$ cat src/rtl/uart_byte_tx.sv
// 8N1 UART transmitter with a valid/ready byte input, LSB first, idle-high registered tx.
// Optional: define UART_TX_LAST_NEWLINE_EN to append a 0x0A frame after any byte flagged in_last.
module uart_byte_tx #(
  parameter int CLOCK_FREQ = 100000000,
  parameter int BAUD_RATE  = 115200
) (
  input  logic       clock,
  input  logic       reset,
  input  logic [7:0] in_data,
  input  logic       in_valid,
  output logic       in_ready,
  input  logic       in_last,
  output logic       tx,
  output logic       busy
);

  // Rounded divide; the bit timer needs at least two clocks per bit.
  localparam int CLKS_PER_BIT = (CLOCK_FREQ + BAUD_RATE / 2) / BAUD_RATE;
  localparam int TIMER_W      = $clog2(CLKS_PER_BIT);
  localparam logic [TIMER_W-1:0] TIMER_MAX = TIMER_W'(CLKS_PER_BIT - 1);

  typedef enum logic [2:0] {
    IDLE,
    START,
    DATA,
    STOP
`ifdef UART_TX_LAST_NEWLINE_EN
    , NL_START
`endif
  } state_t;

  state_t             state, state_next;
  logic [TIMER_W-1:0] timer, timer_next;
  logic [2:0]         bit_index, index_next;
  logic [7:0]         shift_reg, shift_next;
  logic               last_flag, last_next;
  logic               tx_next;
  logic               bit_done;

  assign in_ready = (state == IDLE);
  assign busy     = (state != IDLE);
  assign bit_done = (timer == TIMER_MAX);

  // NOTE: every output of this block gets a default first, so no path can infer a latch.
  always_comb begin
    state_next = state;
    timer_next = timer;
    index_next = bit_index;
    shift_next = shift_reg;
    last_next  = last_flag;

    if (state != IDLE) timer_next = bit_done ? '0 : timer + 1'b1;

    case (state)
      IDLE: begin
        if (in_valid) begin
          state_next = START;
          shift_next = in_data;
          last_next  = in_last;
          timer_next = '0;
        end
      end
      START: begin
        if (bit_done) begin
          state_next = DATA;
          index_next = '0;
        end
      end
      DATA: begin
        if (bit_done) begin
          shift_next = {1'b0, shift_reg[7:1]};
          if (bit_index == 3'd7) state_next = STOP;
          else                   index_next = bit_index + 3'd1;
        end
      end
      STOP: begin
        if (bit_done) begin
`ifdef UART_TX_LAST_NEWLINE_EN
          if (last_flag) begin
            state_next = NL_START;
            shift_next = 8'h0A;
            last_next  = 1'b0;
          end else begin
            state_next = IDLE;
          end
`else
          state_next = IDLE;
`endif
        end
      end
`ifdef UART_TX_LAST_NEWLINE_EN
      NL_START: begin
        if (bit_done) begin
          state_next = DATA;
          index_next = '0;
        end
      end
`endif
      default: state_next = IDLE;
    endcase

    // tx is registered from the upcoming state so it moves exactly on bit boundaries.
    case (state_next)
      START:   tx_next = 1'b0;
`ifdef UART_TX_LAST_NEWLINE_EN
      NL_START: tx_next = 1'b0;
`endif
      DATA:    tx_next = shift_next[0];
      default: tx_next = 1'b1;
    endcase
  end

  // NOTE: state registers use non-blocking assignments so all of them update from the same pre-edge values.
  always_ff @(posedge clock) begin
    if (reset) begin
      state     <= IDLE;
      timer     <= '0;
      bit_index <= '0;
      shift_reg <= '0;
      last_flag <= 1'b0;
      tx        <= 1'b1;
    end else begin
      state     <= state_next;
      timer     <= timer_next;
      bit_index <= index_next;
      shift_reg <= shift_next;
      last_flag <= last_next;
      tx        <= tx_next;
    end
  end

`ifndef UART_TX_LAST_NEWLINE_EN
  // in_last is still latched for interface compatibility but drives nothing in this build.
  logic unused_last;
  assign unused_last = last_flag;
`endif

endmodule

$ cat config.mk
export PLATFORM = sky130hd
export DESIGN_NAME = uart_byte_tx
export DESIGN_NICKNAME = d
export VERILOG_FILES = /design/src/rtl/uart_byte_tx.sv
export SDC_FILE = /design/constraint.sdc
export NUM_CORES = 1
export LEC_CHECK = 0
export BUFFER_PORTS_ARGS = -buffer_cell sky130_fd_sc_hd__clkbuf_2
export CAP_MARGIN = 20
export CORE_UTILIZATION = 50
export DETAILED_ROUTE_END_ITERATION = 10
export PLACE_DENSITY = 0.75
export SETUP_SLACK_MARGIN = 0.02
export SYNTH_ARGS = -nofsm -noshare
export SYNTH_HDL_FRONTEND = slang
export SYNTH_SLANG_ARGS = --single-unit
$ cat constraint.sdc
create_clock -name clock -period 2.8 [get_ports clock]
set_input_delay 0.42 -clock clock [delete_from_list [all_inputs] [get_ports clock]]
set_output_delay 0.42 -clock clock [all_outputs]
set_load 0.005 [all_outputs]
# After elaboration in Yosys (flattened, before gate mapping)
# Cells that the tools add are included.
# totals
ff_bits	25
in_bits	12
# op_classes
add_sub_neg	2
eq_ne	11
n_mux	18
reduce_logical	6
# op_table
operator	count
two-way mux 10 bit	4
two-way mux 3 bit	8
two-way mux 8 bit	2
case mux 8 bit (2 select lines)	1
case mux 3 bit (4 select lines)	1
adder 10 x 1 -> 10 bit (second input constant)	1
== test 10 bit (second input constant)	1
== test 3 x 2 -> 1 bit (second input constant)	3
inequality test 2 bit (second input constant)	4
== test 3 x 1 -> 1 bit (second input constant)	2
case mux 3 bit (2 select lines)	1
AND reduction 4 bit	1
nonzero test 2 bit	2
adder 3 x 1 -> 3 bit (second input constant)	1
== test 3 bit (second input constant)	1
logical NOT 3 bit	1
AND reduction 3 bit	1
nonzero test 3 bit	1
case mux 1 bit (2 select lines)	1

# Longest topological paths before layout
# logic_depth
ltp_word	6
ltp_mapped	8

# Worst setup path after synthesis
# Ideal clock, no wire load.
# synth_timing
kind	reg2reg
from	reg bit_index[0]
to	reg bit_index[1]
setup_time_ns	0.070
arrival_ns	1.732
t_required_ns	2.730
path_slack_ns	0.998
path_stages_with_launch	8
path_buffers	0
period_less_slack_ns	1.802
path_cell_list	dfxtp_1 > ha_1 > ha_1 > or3b_2 > o21ai_0 > nand3_4 > or2_0 > a21oi_1
# synth_via
elab_chain_len	4
elab_cells_between_ends	7
# synth_lines
element	line	rtl
start: declaration	34	logic [2:0] bit_index, index_next;
start signal: assignment	125	bit_index <= index_next;
adder 3 x 1 -> 3 bit	73	else index_next = bit_index + 3'd1;
two-way mux 3 bit	72	if (bit_index == 3'd7) state_next = STOP;
two-way mux 3 bit	70	if (bit_done) begin
case mux 3 bit (2 select lines)	54	case (state)
# Several ways; a longest one is shown, not always the timed one. The select of a mux whose other input is x is not followed.
# A chain may end at the register's enable or synchronous reset.

# Final worst setup path
# layout_timing
from	reg timer[0]
to	reg tx
# layout_via
elab_chain_len	5
elab_cells_between_ends	10
# layout_lines
element	line	rtl
start: declaration	33	logic [TIMER_W-1:0] timer, timer_next;
start signal: assignment	124	timer <= timer_next;
== test 10 bit *	42	assign bit_done = (timer == TIMER_MAX);
two-way mux 3 bit (on tied branches)	77, 64, 70	
case mux 3 bit (4 select lines)	54	
== test 3 x 2 -> 1 bit or == test 3 x 1 -> 1 bit (tied branches)	103	case (state_next)
case mux 1 bit (2 select lines) *	103	
end signal: assignment	128	tx <= tx_next;
end: declaration	13	output logic tx,
# Every way passes the cells marked *; elsewhere a longest branch is shown, timed or not. The select of a mux whose other input is x is not followed.

==> run_results.csv <==
group,metric,value,unit
critical_path,cp.buffers_inverters,0,
cells_and_area,n_antenna_cell,0,
sta,setup_viol,0,
synth,synth_ff_type,"dfxtp_1",
critical_path,timing.rr.start,"timer[0]",
cts,cts_resized,0,
power,powerDensity,451,nW/um2
cts,clock-sinks,25,
routing,viasPerCell,5.63,
synth,ys.warnings.count,0,
power,peakVddDrop,0.000365,V
critical_path,critPathKind,"reg2reg",
synth,ys_ff_latch,25,
cells_and_area,mostFrequentLayoutCells,"dfxtp_1, a21oi_1, nand2_1, nor2_1, clkbuf_2",
global_route,grt_overflow_total,0,
sta,rsz0062_at_grt,"false",
cells_and_area,area_growth,6.28,%
synth,synthXorXnorAreaFrac,4.33,%
power,p_seq_share,64.2,%
placed_design,dp_hpwl,1570,um
power,p_leak,0.473,nW
placed_design,io_buffers,13,
global_route,grt_max_degree,21,
cells_and_area,layout-drive-gt1-share,16.4,%
routing,dr.pass1.iters,4,
synth,ys_types,42,
synth,yosys.area_share.adder,3.09,%
cells_and_area,utilization,57.3,%
critical_path,crit_slowest_cell,"and4_1",
routing,wl_per_cell,12.2,um
cts,cts_buffers,3,
cts,cts_max_path_buffers,2,
sta,fmax,0.446,GHz
critical_path,crit_chain,"ha_1 -> nor4b_2 -> and4_1 -> nor2_2 -> a211oi_1 -> a41oi_1",
cts,post_cts_buffers,0,
cts,ctsHoldBuffers,0,
power,swShare,23.6,%
synth,syn_area,1210,um2
cts,cts_max_level,1,
synth,synth_edf_count,0,
synth,synth_top_area_share,41.2,%
floorplan,start_util,53.9,%
cts,clk_pin_slew,0.13,ns
critical_path,r2r_setup_slack,0.56,ns
synth,synth_compound_area_share,19.1,%
critical_path,cp.arrival,2.42,ns
floorplan,dieArea,2630,um2
cells_and_area,largest_register_ffs,10,
global_route,first_global_vias,882,
global_route,antenna_found_initial,0,
synth,synth_nets,150,
critical_path,critPathLaunchType,"flip-flop",
cts,clk_latency,0.30,ns
sta,skew,0.00461,ns
synth,synth_top_family_by_area,"simple AND/OR/NAND/NOR gates",
sta,drv_slew,0,
job,maxCapViolations,0,
critical_path,crit_fanout,10,
critical_path,worstPathRequired,2.98,ns
routing,wirelength,2120,um
critical_path,cp_slowest_stage_delay,0.48,ns
hold_path,hold_path_class,"in2reg",
sta,fin_setup_tns,0,ns
synth,synth_top_cell_by_area,"dfxtp_1",
status,status,"completed",
cts,cts_root_buf,"clkbuf_4",
sta,hold-worst-slack,0.356,ns
sta,finalHoldViolations,0,
critical_path,path_delay_family,"simple AND/OR/NAND/NOR gates",
global_route,grt_use_total,17.9,%
synth,synthMuxAreaShare,0,%
power,internal_power,445,uW
sta,fin_crit,2.24,ns
placed_design,gp_congestion,0.817,
cells_and_area,fin_nets,162,
power,comb_power_share,9.7,%
power,clockPowerShare,26.1,%
cts,cts_tree,"built",
critical_path,critPathLaunch,"timer[0]",
synth,syn_area_per_cell,9.00,um2
routing,drc,0,
synth,ys_seq_area_share,41.2,%
floorplan,die_w,51.3,um
global_route,grt_first_pass_wirelength,3600,um
sta,post-route-period-util,80.1,%
cells_and_area,layout_commonest_cell,"dfxtp_1",
routing,drtAntennaViolNets,0,
synth,synth.area.top_cells,"dfxtp_1, a21oi_1, nand2_1",
power,power_switching,138,uW
synth,synthCells,135,
floorplan,rows,17,
routing,num_vias,980,
routing,drt_first_iter_violations,19,
floorplan,fp.coreArea,2250,um2
floorplan,ioPinCount,15,
floorplan,die_h,51.3,um
synth,synthArstFlopShare,0,%
critical_path,worst_setup_path_end_kind,"flip-flop",
hold_path,hold_start,"in_data[7]",
synth,yosys.area_share.simple,26.6,%
[cells in the mapped netlist, drive strengths merged, types with 4 or more instances]
cell type / n
a21oi: 16
a22oi: 6
buf: 5
dfxtp: 25
nand2: 14
nand4: 4
nor2: 15
xor2: 4
[power groups by stage]
stage	logic [mW]	registers, mW	clock network (mW)
finish	0.0564	0.374	0.152
global route	0.0632	0.376	0.171
CTS	0.0568	0.374	0.160
detailed placement	0.0565	0.382	0
global placement	0.0542	0.382	0
floorplan	0.0436	0.380	0
[tightest hold or removal path, cell delays in order]
cell and delay [ns]:
clkbuf_2 0.08, a21oi_1 0.06, nor2_1 0.08
[metal layers]
layer	GRT usage (%)	up-vias	part of all wire (%)
met1	22.7	460	49
met3	2.68	2	2.5
met2	31.1	11	48
met5	0	-	0
met4	5.41	0	0.52
li1	-	507	-
[worst paths after layout]
check                      end  depth (start not counted)
hold reg to reg   shift_reg[2]                          2
setup / recovery            tx                          6
hold / removal    shift_reg[7]                          3
setup reg to reg            tx                          6
[metrics by stage]
| step | std cells | total power [mW] | cell area, um2 | setup WS [ns] |
|---|---|---|---|---|
| after floorplan | 135 | 0.424 | 1210 | 0.998 |
| after CTS | 174 | 0.591 | 1290 | 0.542 |
| after global routing | 174 | 0.610 | 1290 | 0.375 |
| after detailed placement | 170 | 0.439 | 1260 | 0.574 |
| final | 174 | 0.583 | 1290 | 0.558 |
| after global placement | 170 | 0.436 | 1260 | 0.638 |
[area by class of cell]
| type | count | area (um2) |
|---|---|---|
| clock buffers | 4 | 26.3 |
| well taps | 28 | 35.0 |
| flip-flops and latches | 25 | 500 |
| repair buffers | 13 | 65.1 |
| multi-input cells | 101 | 648 |
| fillers | 220 | 963 |
| inverters | 3 | 16.3 |
[cells by family after synthesis]
group | Yosys count
other | 1
xor gates and xnor gates | 6
AOI/OAI and AO/OA | 34
buffers and inverters | 9
DFF | 25
adders and majority gates | 3
and+or+nand+nor | 57
Note: power is estimated with default switching activity, not from simulation.
